===== src/rtl/trading_engine.sv =====
// trading_engine: per-symbol threshold trade decisions, long-only position limit, FIFO'd valid/ready output
// Optional feature macro: TRADING_ENGINE_COOLDOWN_EN (per-symbol cooldown after each decision).
// Ports: clk, rst_n (async, active low); field_valid/msg_type/sym_id/order_id/price/volume parsed
// message in; dec_valid/dec_ready handshake with dec_type/dec_sym/dec_order_id/dec_price/dec_volume
// head fields out; drop_cnt counts decisions lost to a full queue (saturating).
module trading_engine #(
    parameter int NSYM        = 4,
    parameter int PRICE_W     = 32,
    parameter int VOL_W       = 32,
    parameter int BUY_THRESH  = 10000,
    parameter int SELL_THRESH = 20000,
    parameter int POS_LIMIT   = 1000,
    parameter int COOLDOWN    = 16,
    parameter int FIFO_DEPTH  = 4,
    localparam int SYM_W      = (NSYM > 1) ? $clog2(NSYM) : 1,
    localparam int POS_W      = $clog2(POS_LIMIT + 1)
) (
    input  logic               clk,
    input  logic               rst_n,
    input  logic               field_valid,
    input  logic [7:0]         msg_type,
    input  logic [SYM_W-1:0]   sym_id,
    input  logic [63:0]        order_id,
    input  logic [PRICE_W-1:0] price,
    input  logic [VOL_W-1:0]   volume,
    output logic               dec_valid,
    input  logic               dec_ready,
    output logic [7:0]         dec_type,
    output logic [SYM_W-1:0]   dec_sym,
    output logic [63:0]        dec_order_id,
    output logic [PRICE_W-1:0] dec_price,
    output logic [VOL_W-1:0]   dec_volume,
    output logic [15:0]        drop_cnt
);
    localparam int AW = $clog2(FIFO_DEPTH);
    localparam int SW = VOL_W + 1;

    logic               sym_ok, cd_ok, cand, buy, sell, act, full, pop, push;
    logic [POS_W-1:0]   cur_pos, new_pos;
    logic [POS_W-1:0]   pos [NSYM];
    logic [SW-1:0]      pos_x, sum;
    logic [AW:0]        wr, rd;
    logic [AW-1:0]      ri;
    logic               m_buy   [FIFO_DEPTH];
    logic [SYM_W-1:0]   m_sym   [FIFO_DEPTH];
    logic [63:0]        m_oid   [FIFO_DEPTH];
    logic [PRICE_W-1:0] m_price [FIFO_DEPTH];
    logic [VOL_W-1:0]   m_vol   [FIFO_DEPTH];

    assign sym_ok  = {1'b0, sym_id} < (SYM_W + 1)'(NSYM);
    assign cur_pos = sym_ok ? pos[sym_id] : '0;
    // One extra bit keeps pos + volume from wrapping for any volume.
    assign pos_x   = SW'(cur_pos);
    assign sum     = pos_x + SW'(volume);
    assign buy     = price < PRICE_W'(BUY_THRESH) && sum <= SW'(POS_LIMIT);
    assign sell    = !buy && price > PRICE_W'(SELL_THRESH) && pos_x >= SW'(volume);
    assign new_pos = buy ? sum[POS_W-1:0] : cur_pos - POS_W'(volume);
    assign cand    = field_valid && msg_type == 8'h54 && sym_ok && volume != '0 && cd_ok;
    assign act     = cand && (buy || sell);

    assign ri        = rd[AW-1:0];
    assign dec_valid = wr != rd;
    assign full      = wr == {~rd[AW], rd[AW-1:0]};
    assign pop       = dec_valid && dec_ready;
    // A full queue still accepts when the head leaves on the same edge.
    assign push      = act && (!full || pop);

    assign dec_type     = dec_valid ? (m_buy[ri] ? 8'h42 : 8'h53) : 8'h00;
    assign dec_sym      = dec_valid ? m_sym[ri] : '0;
    assign dec_order_id = dec_valid ? m_oid[ri] : '0;
    assign dec_price    = dec_valid ? m_price[ri] : '0;
    assign dec_volume   = dec_valid ? m_vol[ri] : '0;

    always_ff @(posedge clk) begin
        if (push) begin
            m_buy[wr[AW-1:0]]   <= buy;
            m_sym[wr[AW-1:0]]   <= sym_id;
            m_oid[wr[AW-1:0]]   <= order_id;
            m_price[wr[AW-1:0]] <= price;
            m_vol[wr[AW-1:0]]   <= volume;
        end
    end

    always_ff @(posedge clk or negedge rst_n) begin
        if (!rst_n) begin
            wr       <= '0;
            rd       <= '0;
            drop_cnt <= '0;
            for (int s = 0; s < NSYM; s++) pos[s] <= '0;
        end else begin
            if (push) begin
                wr          <= wr + (AW + 1)'(1);
                pos[sym_id] <= new_pos;
            end
            if (pop) rd <= rd + (AW + 1)'(1);
            if (act && !push && drop_cnt != 16'hFFFF) drop_cnt <= drop_cnt + 16'd1;
        end
    end

`ifdef TRADING_ENGINE_COOLDOWN_EN
    localparam int CD_W = (COOLDOWN > 0) ? $clog2(COOLDOWN + 1) : 1;
    logic [CD_W-1:0] cd [NSYM];

    assign cd_ok = sym_ok && cd[sym_id] == '0;

    always_ff @(posedge clk or negedge rst_n) begin
        if (!rst_n) begin
            for (int s = 0; s < NSYM; s++) cd[s] <= '0;
        end else begin
            for (int s = 0; s < NSYM; s++)
                cd[s] <= (push && sym_id == SYM_W'(s)) ? CD_W'(COOLDOWN) :
                         (cd[s] != '0) ? cd[s] - CD_W'(1) : cd[s];
        end
    end
`else
    logic unused_cooldown;
    assign cd_ok           = 1'b1;
    assign unused_cooldown = COOLDOWN != 0;
`endif
endmodule


===== config.mk =====
export PLATFORM = sky130hd
export DESIGN_NAME = trading_engine
export DESIGN_NICKNAME = d
export VERILOG_FILES = /design/src/rtl/trading_engine.sv
export SDC_FILE = /design/constraint.sdc
export NUM_CORES = 1
export LEC_CHECK = 0
export BUFFER_PORTS_ARGS = -buffer_cell sky130_fd_sc_hd__buf_2
export CORE_ASPECT_RATIO = 2
export CORE_MARGIN = 10
export CORE_UTILIZATION = 25
export CTS_CLUSTER_DIAMETER = 40
export DETAILED_ROUTE_END_ITERATION = 8
export HOLD_SLACK_MARGIN = 0.08
export PLACE_DENSITY = 0.43
export SETUP_SLACK_MARGIN = 0.4
export SYNTH_ARGS = -nofsm -noshare
export SYNTH_HDL_FRONTEND = slang
export SYNTH_SLANG_ARGS = --single-unit

===== constraint.sdc =====
create_clock -name clk -period 10.4 [get_ports clk]
set_clock_uncertainty 0.1 [all_clocks]
set_input_delay 1.56 -clock clk [delete_from_list [all_inputs] [get_ports clk]]
set_output_delay 1.56 -clock clk [all_outputs]
set_load 0.02 [all_outputs]

After elaboration in Yosys (flattened, before gate mapping)
Memories as Yosys holds them, arrays and structs flattened.
Cells that the tools add are included.

storage, ports and cells
  output and inout bits = 155
  memory bits (writable) = 524
  bits in read-only memories = 0
  input port bits = 142
  logic and storage cells = 61
  bits in latches = 0
  register bits after elaboration = 62
  memories = 5

operators by class
  equality and inequality tests = 4
  $lt $le $gt $ge = 6
  multiplexer cells = 15
  shift operators = 0
  $add $sub $neg = 5
  multiply operators = 0
  bitwise logic cells = 2
  div/mod/pow operators = 0
  reductions and logical operators = 17

memory list
  name     words  width  rd ports  clocked after memory_dff  write ports  line  text
  m_oid    4      64     1         0                         1            46    logic [63:0] m_oid [FIFO_DEPTH];
  m_price  4      32     1         0                         1            47    logic [PRICE_W-1:0] m_price [FIFO_DEPTH];
  m_vol    4      32     1         0                         1            48    logic [VOL_W-1:0] m_vol [FIFO_DEPTH];
  m_sym    4      2      1         0                         1            45    logic [SYM_W-1:0] m_sym [FIFO_DEPTH];
  m_buy    4      1      1         0                         1            44    logic m_buy [FIFO_DEPTH];

operators by type and width
  operator                                                                            count
  32-bit 2-to-1 mux                                                                   2
  64-bit 2-to-1 mux                                                                   1
  40-bit bitwise mux                                                                  1
  10-bit 2-to-1 mux                                                                   4
  10-bit by 32-bit adder with 33-bit output                                           1
  33-bit by 10-bit <= comparator with 1-bit output (second input constant)            1
  10-bit by 32-bit >= comparator with 1-bit output                                    1
  32-bit by 15-bit greater-than comparator with 1-bit output (second input constant)  1
  32-bit by 14-bit less-than comparator with 1-bit output (second input constant)     1
  32-bit nonzero test                                                                 1
  10-bit binary-select mux with 2-bit select                                          1
  10-bit demux with 2-bit select                                                      1
  16-bit by 1-bit adder with 16-bit output (second input constant)                    1
  16-bit != test (second input constant)                                              1
  1-bit logical AND                                                                   11
  10-bit subtractor                                                                   1
  8-bit by 7-bit == test with 1-bit output (second input constant)                    1
  7-bit 2-to-1 mux                                                                    1
  3-bit by 1-bit adder with 3-bit output (second input constant)                      2
  5-bit 2-to-1 mux                                                                    1
  3-bit == test                                                                       1
  3-bit >= comparator (second input constant)                                         1
  1-bit zero test                                                                     3
  3-bit by 1-bit less-than comparator with 1-bit output (second input constant)       1
  other kinds (6)                                                                     8

Longest topological paths before layout
Gate-level depths: netlist of run 1.

  depth in word-level cells = 16
  depth in mapped cells = 17
  gate-level depth less buffers = 15

Worst setup path after synthesis of run 1
No wires, ideal clock.

  kind = input -> register
  from = in sym_id[0]
  to = mem m_buy[0] (enable)
  arrival time = 10.565 ns
  library setup time = 0.623 ns
  buffers on the path = 2
  cell stages on the path = 14
  path slack = -0.889 ns
  data required time = 9.677 ns
  cell sequence = buf_2 mux4_2 ha_1 buf_6 or4b_4 o21bai_1 a21oi_2 o21ai_1 xor2_1 a41oi_1 or4_1 o21ai_0 nand3_1 nor2_1

between the ends
  cells in the longest elaborated chain, start to end = 15
  elaborated cells on any way between the ends = 16
  those cells by class = 1 x add/sub; 2 x order compare; 5 x mux; 1 x bitwise; 7 x reduce/logical

RTL lines
  element                                                    line  text
  start, declared                                            22    input logic [SYM_W-1:0] sym_id,
  2-bit NOT with 3-bit output (not written as such) (*)      51    assign cur_pos = sym_ok ? pos[sym_id] : '0;
  10-bit binary-select mux with 2-bit select (*)             51
  10-bit 2-to-1 mux (not written as such) (*) (2 in series)  51
  10-bit by 32-bit adder with 33-bit output                  54    assign sum = pos_x + SW'(volume);
  33-bit by 10-bit <= comparator with 1-bit output           55    assign buy = price < PRICE_W'(BUY_THRESH) && sum <= SW'(POS_LIMIT);
  1-bit logical AND                                          55
  1-bit zero test                                            56    assign sell = !buy && price > PRICE_W'(SELL_THRESH) && pos_x >= SW'(volume);
  1-bit logical AND (2 in series)                            56
  1-bit logical OR (*)                                       59    assign act = cand && (buy || sell);
  1-bit logical AND (*)                                      59
  1-bit logical AND (*)                                      66    assign push = act && (!full || pop);
  1-bit 2-to-1 mux (*)                                       75    if (push) begin
  1-bit 2-to-1 mux (not written as such) (*)                 76    m_buy[wr[AW-1:0]] <= buy;
  end, declared                                              44

Mark *: on every way between the ends. The rest lies on a longest branch, timed or not. The select of a mux whose other input is x is not followed.

Final worst setup path of run 1
  from = in sym_id[0]
  to = mem m_price[0][20] (enable)

between the ends
  cells in the longest elaborated chain, start to end = 15
  elaborated cells on any way between the ends = 16
  those cells by class = 1 x add/sub; 2 x order compare; 5 x mux; 1 x bitwise; 7 x reduce/logical

RTL lines
  element                                                    line  text
  2-bit NOT with 3-bit output (not written as such) (*)      51
  10-bit binary-select mux with 2-bit select (*)             51
  10-bit 2-to-1 mux (not written as such) (*) (2 in series)  51
  10-bit by 32-bit adder with 33-bit output                  54
  33-bit by 10-bit <= comparator with 1-bit output           55
  1-bit logical AND                                          55
  1-bit zero test                                            56
  1-bit logical AND (2 in series)                            56
  1-bit logical OR (*)                                       59
  1-bit logical AND (*)                                      59
  1-bit logical AND (*)                                      66
  1-bit 2-to-1 mux (*)                                       75
  1-bit 2-to-1 mux (not written as such) (*)                 79    m_price[wr[AW-1:0]] <= price;
  end, declared                                              47

Marks and branches as above.

==> impl_metrics.yaml, run 1 <==
setup_path:
  cp-start-kind: "input pin"
  cp-startpoint: "sym_id[0]"
  cp-end-kind: "flop"
  crit_arrival_ns: 7.26
  r2r_start: "pos[7]"
  path_class: "input pin to flop"
  path_max_fanout: 96
  reg2reg_slack_ns: 4.43
  cp.required_ns: 10.56
cts:
  cts_setup_buffers: 0
  clkSinkCount: 586
  cts_tree: "built"
  numCtsBuffers: 72
  cts_resized: 0
  root_buffer: "clkbuf_16"
  clk-insertion-delay-late_ns: 0.65
  clk_pin_slew_ns: 0.05
  clk_path_buf_depth: 3
  ctsHoldBuffers: 0
  h-tree-depth: 3
power_and_ir_drop:
  cellInternalPower_mw: 4.91
  combPwrFrac_pct: 29.5
  finalPower_mw: 7.23
  irDropWorstVdd_v: 0.000200
  switching_share_pct: 32.2
  power.share.clock_pct: 34.4
  p_per_area_nw_per_um2: 240
  seq_power_share_pct: 36.1
  p_leak_nw: 10.7
  p_sw_mw: 2.33
layout:
  drive_above_1_share_pct: 35.4
  stdcell_count: 3030
  n_fill_cell: 9817
  design_area_um2: 30100
  area_growth_pct: 21.9
  fin_nets: 1822
yosys:
  ys_warn_count: 0
  synth_seq_cells: 586
  synth_cells: 1332
  synth.avg_cell_area_um2: 18.5
  synth_ff_type: "edfxtp_1"
  synth_edf_count: 524
  syn_area_um2: 24700
  synthArstFlopShare_pct: 10.6
  synth_top_area_share_pct: 63.8
  synth_seq_area_share_pct: 70.1
  synthTopCellsByArea: "edfxtp_1 (64%), mux4_2 (13%), dfrtp_1 (6.3%)"
  synth_cell_types: 76
  synth_top_cell_by_area: "edfxtp_1"
global_routing:
  antenna_found_initial: 8
  grt_pass1_vias: 15418
  overflow: 0
  grt_max_degree: 100
  grt.total_usage_pct: 12.3
  grt_pass1_wl_um: 103000
timing:
  maxSlewViolCount: 0
  min_period_over_period_pct: 68.3
  setup_ws_ns: 3.30
  rsz0062_at_grt: "false"
  fmax_mhz: 141
  relSlewSlack_pct: 32.7
  fin_hold_ws_ns: 0.389
  finalSetupViolations: 0
  tightest_slew_ns: 0.999
  final-hold-violation-count: 0
  fin_crit_ns: 7.10
min_path:
  holdCritPathClass: "flop to flop"
  hp-start: "drop_cnt[10]"
placed_design:
  hpwl_um: 44900
  numPortBuffers: 292
  dpl-instance-area_um2: 27700
  pre_cts_slack_ns: 2.52
  dp_cells: 2897
  gp_congestion: 0.833
routing:
  antenna_left: 0
  route.detailed.drc: 0
  initialDrtViolationCount: 771
  first_pass_iters: 7
  routed_wl_um: 68800
  avgRoutedWirePerCell_um: 22.7
  vias: 13445
  vias_per_cell: 4.44
die:
  die_w_um: 242
  fp.dieH_um: 464
  die_area_um2: 112000
  io_pins: 297
  core_area_um2: 98300
  start_util_pct: 25.1
  num_rows: 163
job:
  cap_violations: 0
status:
  outcome: "completed"
-- synth_stat cells, drive strengths merged (7+ instances only) --
cell	number
inv	35
xor2	7
mux4	141
a31oi	7
ha	27
clkbuf	33
and2	136
nand2	23
o21ai	15
xnor2	31
mux2	41
dfrtp	62
nor2	32
a21oi	24
nand4	15
mux2i	14
nor4	15
edfxtp	524
and3	10
buf	33
nand3	16
nor2b	7
-- through the flow --
step / TNS, ns / util (%)
after floorplan: -465.75 / -
after global placement: 0 / 28.2
after detailed placement: 0 / 28.2
after CTS: 0 / 30.6
after global routing: 0 / 30.6
final: 0 / 30.6
-- final timing paths --
kind,endpoint,cells after the start
max in group asynchronous,rd[0],2
setup reg to reg,m_price[0][20],12
setup / recovery,m_price[0][20],13
min in group asynchronous,drop_cnt[1],2
hold / removal,drop_cnt[10],1
hold reg to reg,drop_cnt[10],1
-- layout by cell type (no fill, tap or decap), types with 8 or more instances in the layout --
master,count
nor2_1,28
nand4_1,14
mux2_4,13
clkbuf_16,74
clkbuf_1,9
and2_1,135
inv_1,34
clkinv_1,9
dfrtp_1,60
inv_6,9
a21oi_1,21
buf_4,12
nand2_1,22
nand3_1,14
mux2i_1,14
clkinv_2,8
and3_1,10
edfxtp_1,524
buf_2,292
ha_1,27
nor4_1,15
xnor2_1,31
mux2_1,24
o21ai_0,13
mux4_2,141
-- metal layers --
metal  global-route usage, %  vias up  part of all wire (%)
met2                    22.0      384                    52
met5                       0        -                  0.12
met4                    5.76       12                   3.4
li1                        -     5919                     -
met3                    3.03      120                   5.3
met1                    13.5     7010                    39
-- state kept, by name, indices dropped and copies added, names as in the netlist --
| signal | count |
|---|---|
| m_oid | 256 |
| m_sym | 8 |
| drop_cnt | 16 |
| wr | 3 |
| m_price | 128 |
| pos | 40 |
| m_vol | 128 |
| m_buy | 4 |
| rd | 3 |
-- power by group through the flow --
stage / clock (mW) / sequential [mW] / combinational (mW)
2_1_floorplan: 0 / 2.62 / 1.44
3_3_place_gp: 0 / 2.66 / 2.23
3_5_place_dp: 0 / 2.66 / 2.23
4_1_cts: 2.58 / 2.62 / 2.24
5_1_grt: 2.67 / 2.61 / 2.35
6_report: 2.49 / 2.61 / 2.13
-- logic make-up (layout without fill, tap and decap cells) --
| group | Yosys count | count (layout) | synth area share [%] |
|---|---|---|---|
| compound gates | 93 | 93 | 2.70 |
| xor+xnor | 38 | 38 | 1.35 |
| fa+ha+maj | 29 | 29 | 1.53 |
| buf+inv | 101 | 474 | 1.81 |
| flops | 586 | 586 | 70.1 |
| mux | 196 | 196 | 15.5 |
| other cells | 1 | 6 | 0.0152 |
| simple gates | 288 | 288 | 7.01 |
-- layout make-up --
type / count / area [µm²] / area share (%)
tap: 1320 / 1650 / 5.49
timing repair buffer: 308 / 1630 / 5.43
inverter: 35 / 131 / 0.437
multi-input combinational: 648 / 6990 / 23.2
clock inverter: 47 / 470 / 1.56
sequential: 586 / 17300 / 57.5
antenna: 2 / 5.00 / 0.0166
clock buffer: 84 / 1900 / 6.32
-- critical path: stages --
cell       delay (ns)
buf_2            0.46
mux4_2           0.60
ha_1             0.43
or4b_4           0.63
a2111oi_4        0.52
or2_2            0.25
and3_1           0.16
a31oi_1          0.12
or4_1            0.55
o21ai_0          0.35
nand3_1          0.39
nor2_4           0.53
buf_12           0.56
Note: power is estimated with default switching activity, not from simulation.
==> inputs of run 2 (changes only) <==
--- a/config.mk
+++ b/config.mk
@@ -5,6 +5,7 @@
 export SDC_FILE = /design/constraint.sdc
 export NUM_CORES = 1
 export LEC_CHECK = 0
+export ABC_AREA = 1
 export BUFFER_PORTS_ARGS = -buffer_cell sky130_fd_sc_hd__buf_2
 export CORE_ASPECT_RATIO = 2
 export CORE_MARGIN = 10
==> constraint.sdc (replaced) <==
create_clock -name clk -period 6.2 [get_ports clk]
set_clock_uncertainty 0.1 [all_clocks]
set_input_delay 0.93 -clock clk [delete_from_list [all_inputs] [get_ports clk]]
set_output_delay 0.93 -clock clk [all_outputs]
set_load 0.02 [all_outputs]
==> run 2 against run 1 <==
  * Die area grew 4.7%
  * Flip-flop and latch count is the same
  * Largest power group unchanged
  * Global-route usage grew 1.7 points
  * Non-clock buffer count grew 30
  * Worst hold slack lost 0.011 ns
  * Cell count grew 35%
  * Synthesized cell count grew 80%
  * Critical path depth grew 9
  * Power grew 18%
  * Final area grew 4.8%
  * First-iteration DRC count grew 25%
  * Critical path type unchanged
  * Sequential power grew 65%
==> impl_metrics.yaml, run 2 <==
placed_design:
  hpwl_um: 57800
  dp_cells: 3960
  pre_cts_slack_ns: 0.623
  numPortBuffers: 292
  gp_congestion: 0.871
  dpl-instance-area_um2: 29200
cts:
  ctsHoldBuffers: 0
  clk_pin_slew_ns: 0.06
  clk-insertion-delay-late_ns: 0.64
  clkSinkCount: 586
  h-tree-depth: 3
  cts_tree: "built"
  numCtsBuffers: 66
  clk_path_buf_depth: 3
  root_buffer: "clkbuf_16"
  cts_setup_buffers: 0
  cts_resized: 0
yosys:
  ys_warn_count: 0
  synth_ff_type: "edfxtp_1"
  synth_top_cell_by_area: "edfxtp_1"
  synthArstFlopShare_pct: 10.6
  syn_area_um2: 25900
  yosys-top-cells-count: "edfxtp_1 (524), nor2_1 (481), nand2_1 (363), inv_1 (251), o21ai_0 (149)"
  synth_edf_count: 524
  synthTopCellsByArea: "edfxtp_1 (61%), nor2_1 (7.0%), dfrtp_1 (6.0%)"
  synth_cell_types: 51
  synth_top_area_share_pct: 60.7
  yosysMostFrequentCell: "edfxtp_1"
  synth_seq_cells: 586
  synth_cells: 2393
  synth.avg_cell_area_um2: 10.8
  synth_seq_area_share_pct: 66.7
setup_path:
  cp-startpoint: "sym_id[1]"
  path_class: "input pin to flop"
  cp-start-kind: "input pin"
  crit_path_cell_trace: "buf_2 -> inv_1 -> nand2_1 -> inv_1 -> a221oi_2 -> ha_1 -> fa_1 -> o21ai_0 -> inv_1 -> nor2_1 -> nor2_1 -> nand2_1 -> o21ai_0 -> inv_1 -> o21ai_0 -> nand2_1 -> nand4_1 -> a21boi_4 -> nand2_4 -> nor2_4 -> buf_12 -> buf_12"
  path_max_fanout: 40
  cpMaxStageDelayCell: "o21ai_0"
  worstReg2RegEnd: "m_oid[2][55]"
  cp-end-kind: "flop"
  cpMostUsedCell: "inv_1"
  crit_end: "m_oid[2][55]"
  reg2reg_slack_ns: 1.67
  slowest_delay_ns: 0.59
  cp.required_ns: 6.41
  r2r_start: "pos[30]"
  crit_arrival_ns: 5.16
  reg2reg_depth: 24
routing:
  antenna_left: 0
  avgRoutedWirePerCell_um: 20.5
  initialDrtViolationCount: 967
  vias: 18686
  first_pass_iters: 5
  route.detailed.drc: 0
  routed_wl_um: 84000
  vias_per_cell: 4.57
power_and_ir_drop:
  finalPower_mw: 8.56
  irDropWorstVdd_v: 0.000172
  p_leak_nw: 12.5
  p_per_area_nw_per_um2: 271
layout:
  final_core_util_pct: 30.5
  area_growth_pct: 21.7
  largest_register_ffs: 256
  fin_nets: 2847
  n_fill_cell: 10705
  final_common_cell: "edfxtp_1"
  drive_above_1_share_pct: 18.5
  final_cell_mix: "edfxtp_1 (524), nor2_1 (477), nand2_1 (361)"
  design_area_um2: 31500
  stdcell_count: 4091
timing:
  fmax_mhz: 202
  setup_ws_ns: 1.25
  fin_setup_tns_ns: 0
  final-hold-violation-count: 0
  fin_crit_ns: 4.95
  fin_hold_ws_ns: 0.378
  rsz0062_at_grt: "false"
  relSlewSlack_pct: 29.8
  maxSlewViolCount: 0
  finalSetupViolations: 0
  tightest_slew_ns: 1.05
  min_period_over_period_pct: 79.9
die:
  io_pins: 297
  die_w_um: 248
  die_area_um2: 118000
  num_rows: 167
  fp.dieH_um: 475
  start_util_pct: 25.1
  core_area_um2: 103000
global_routing:
  overflow: 0
  grt_max_degree: 165
  grt.total_usage_pct: 14.0
  antenna_found_initial: 20
  grt_pass1_wl_um: 124000
  grt_pass1_vias: 19525
status:
  outcome: "completed"
job:
  cap_violations: 0
min_path:
  holdCritPathClass: "input pin to async pin"
==> run 2: how the worst min path moves through the flow <==
stage / from / endpoint / slack, ns / cells after the start
floorplan: pos[14] / pos[14] / 0.36 / 2
global placement: pos[18] / pos[18] / 0.37 / 2
detailed placement: pos[36] / pos[36] / 0.38 / 2
CTS: order_id[6] / m_oid[1][6] / 0.32 / 1
global route: order_id[25] / m_oid[2][25] / 0.36 / 1
finish: rst_n / drop_cnt[7] / 0.38 / 2
==> run 2: logic make-up after synthesis <==
| group | share of synthesized area [%] |
|---|---|
| XOR/XNOR | 0.710 |
| AND/OR/NAND/NOR | 15.9 |
| buffers and inverters | 5.94 |
| other | 0.0145 |
| adder cells (fa/ha/maj) | 1.46 |
| flip-flops | 66.7 |
| AO/OA/AOI/OAI | 9.30 |
==> run 2: area by class of cell <==
class	instances	area [µm²]	share of cell area, %
Antenna cell	9	22.5	0.0714
Sequential cell	586	17300	54.9
Inverter	265	1010	3.21
Timing Repair Buffer	338	2090	6.64
Tap cell	1352	1690	5.37
Clock buffer	85	1820	5.76
Clock inverter	37	440	1.40
Multi-Input combinational cell	1419	7160	22.7
==> run 2: per-layer routing <==
metal	vias up	global-route usage, %	routed length (µm)	part of all wire (%)
met3	153	3.40	4890	5.8
met2	480	25.5	43800	52
met4	24	5.92	2720	3.2
met5	-	0	169	0.20
li1	8827	-	-	-
met1	9202	15.2	32400	39
==> run 2: worst max-delay path: cells and delay by family <==
family	cells	cell delay, ns
AO/OA/AOI/OAI	5	1.33
buffers and inverters	7	1.31
adder cells (fa/ha/maj)	2	0.65
AND/OR/NAND/NOR	8	0.91
==> run 2: where the power goes <==
group	leakage [nW]	internal, mW	switching (mW)	total [mW]
registers	5.56	4.30	0.0000000128	4.30
logic	5.89	0.0584	0.161	0.219
clock network	1.09	2.37	1.67	4.04
total	12.5	6.73	1.83	8.56
==> inputs of run 3 (changes only) <==
--- a/config.mk
+++ b/config.mk
@@ -13,7 +13,7 @@
 export CTS_CLUSTER_DIAMETER = 40
 export DETAILED_ROUTE_END_ITERATION = 8
 export HOLD_SLACK_MARGIN = 0.08
-export PLACE_DENSITY = 0.43
+export PLACE_DENSITY = 0.42
 export SETUP_SLACK_MARGIN = 0.4
 export SYNTH_ARGS = -nofsm -noshare
 export SYNTH_HDL_FRONTEND = slang
==> constraint.sdc (replaced) <==
create_clock -name clk -period 4.9 [get_ports clk]
set_clock_uncertainty 0.1 [all_clocks]
set_input_delay 0.735 -clock clk [delete_from_list [all_inputs] [get_ports clk]]
set_output_delay 0.735 -clock clk [all_outputs]
set_load 0.02 [all_outputs]
==> run 3 against run 2 <==
  * Final area is 3.3% higher
  * Flip-flop and latch count unchanged
  * Combinational power up 39%
  * Routed wire length increased by 0.98%
  * Global-route usage about the same
  * Clock-buffer cell count rose by 1
  * Non-clock buffer count rose by 90
  * Critical path depth did not move
  * Sequential share of layout area shrank 1.7 points
  * Die area stayed put
  * Via count up 2.4%
==> impl_metrics.yaml, run 3 (same netlist as run 2, synthesis figures left out) <==
status:
  outcome: "completed"
setup_path:
  crit_buf_inv: 4
  cpMostUsedCell: "nand2_1"
  cp.required_ns: 5.14
  cp.depth: 22
  cp-start-kind: "flop"
  path_class: "flop to flop"
  cpMaxStageDelayCell: "dfrtp_1"
  slowest_delay_ns: 0.40
  crit_arrival_ns: 4.53
  cp-end-kind: "flop"
  reg2reg_depth: 22
  path_max_fanout: 26
  crit_path_cell_trace: "a22o_1 -> a221oi_2 -> inv_1 -> ha_2 -> fa_2 -> nand2_1 -> nand2_2 -> buf_4 -> nand2_1 -> xor2_2 -> nand3_1 -> nor2_2 -> nand3_1 -> nand2_1 -> nand2_1 -> nor2_1 -> nand3_2 -> a21boi_4 -> nand2_4 -> nor2_4 -> buf_4 -> buf_12"
  cp_top_family: "simple AND/OR/NAND/NOR gates"
global_routing:
  grt_pass1_wl_um: 125000
  grt_max_degree: 208
  grt.total_usage_pct: 14.1
  grt_pass1_vias: 20038
  overflow: 0
  antenna_found_initial: 26
layout:
  largest_register_ffs: 256
  drive_above_1_share_pct: 21.4
  final_cell_mix: "edfxtp_1 (524), nor2_1 (475), nand2_1 (361)"
  area_growth_pct: 25.7
  design_area_um2: 32600
  n_fill_cell: 10689
  final_core_util_pct: 31.5
  fin_nets: 2943
  final_common_cell: "edfxtp_1"
routing:
  initialDrtViolationCount: 1024
  vias: 19129
  antenna_left: 0
  first_pass_iters: 5
  routed_wl_um: 84800
  route.detailed.drc: 0
  vias_per_cell: 4.56
  avgRoutedWirePerCell_um: 20.2
power_and_ir_drop:
  irDropWorstVdd_v: 0.000205
  finalPower_mw: 11.0
  p_per_area_nw_per_um2: 337
  p_leak_nw: 13.1
die:
  die_area_um2: 118000
  core_area_um2: 103000
  num_rows: 167
  start_util_pct: 25.1
  fp.dieH_um: 475
  die_w_um: 248
  io_pins: 297
placed_design:
  numPortBuffers: 292
  hpwl_um: 59200
  gp_congestion: 0.930
  dpl-instance-area_um2: 30000
timing:
  final-hold-violation-count: 0
  min_period_over_period_pct: 87.7
  tightest_slew_ns: 1.00
  fin_setup_tns_ns: 0
  rsz0062_at_grt: "true"
  fin_crit_ns: 4.30
  finalSetupViolations: 0
  fmax_mhz: 233
  maxSlewViolCount: 0
  relSlewSlack_pct: 33.2
  fin_hold_ws_ns: 0.204
cts:
  numCtsBuffers: 72
  clk_pin_slew_ns: 0.06
  cts_setup_buffers: 0
  h-tree-depth: 3
  clk-insertion-delay-late_ns: 0.65
  clkSinkCount: 586
  cts_tree: "built"
  clk_path_buf_depth: 3
  root_buffer: "clkbuf_16"
job:
  cap_violations: 0
min_path:
  holdPathStages: 1
  holdCritPathClass: "input pin to flop"
==> run 3: cell count changes in the layout (fill, tap and decap cells not counted), sizes merged, moves of 2 or more <==
cell,change
buf,+86
clkinv,+8
clkbuf,+4
diode,+3
bufinv,-2
inv,+2
==> run 3: what timing repair did <==
item	CTS	global route
endpoints found under the setup margin	3	563
resized for setup	1	15
gates cloned	0	4
endpoints found under the hold margin	30	0
hold buffers	1	0
pin swaps	0	2
==> run 3: worst paths after layout <==
kind,to,slack [ns],startpoint
worst max-delay path,m_oid[1][59],0.60,pos[30]
worst min-delay path,m_oid[3][24],0.20,order_id[24]
worst max register to register,m_oid[1][59],0.60,pos[30]
worst min register to register,pos[32],0.39,pos[32]
max in group asynchronous,pos[30],3.12,rst_n
min in group asynchronous,drop_cnt[0],0.61,rst_n
==> run 3: stage by stage <==
step	instances	setup slack [ns]
floorplan	2396	-0.982
global placement	4045	-0.143
detailed placement	4045	-0.162
CTS	4176	0.430
global route	4184	0.371
finish	4192	0.603
==> run 3: cell type report <==
cell class | count | area, µm² | area share (%)
Sequential cell | 586 | 17300 | 53.1
Multi-Input combinational cell | 1419 | 7200 | 22.1
Timing Repair Buffer | 428 | 3000 | 9.21
Clock buffer | 86 | 1890 | 5.79
Tap cell | 1352 | 1690 | 5.19
Inverter | 265 | 1010 | 3.10
Clock inverter | 44 | 452 | 1.39
Antenna cell | 12 | 30.0 | 0.0922
==> run 3: report_power, final <==
group / switching [mW] / total [mW] / leakage (nW) / internal, mW
clock network: 2.22 / 5.25 / 1.14 / 3.03
registers: 0.00000000688 / 5.44 / 5.56 / 5.44
logic: 0.211 / 0.304 / 6.42 / 0.0933
==> run 3: metal layers <==
metal  global-route usage, %  wire length [µm]  up-vias
met5                       0               131        -
met4                    5.20              2570       22
met3                    3.57              5140      157
met2                    25.2             43400      529
met1                    15.7             33500     9399
li1                        -                 -     9022
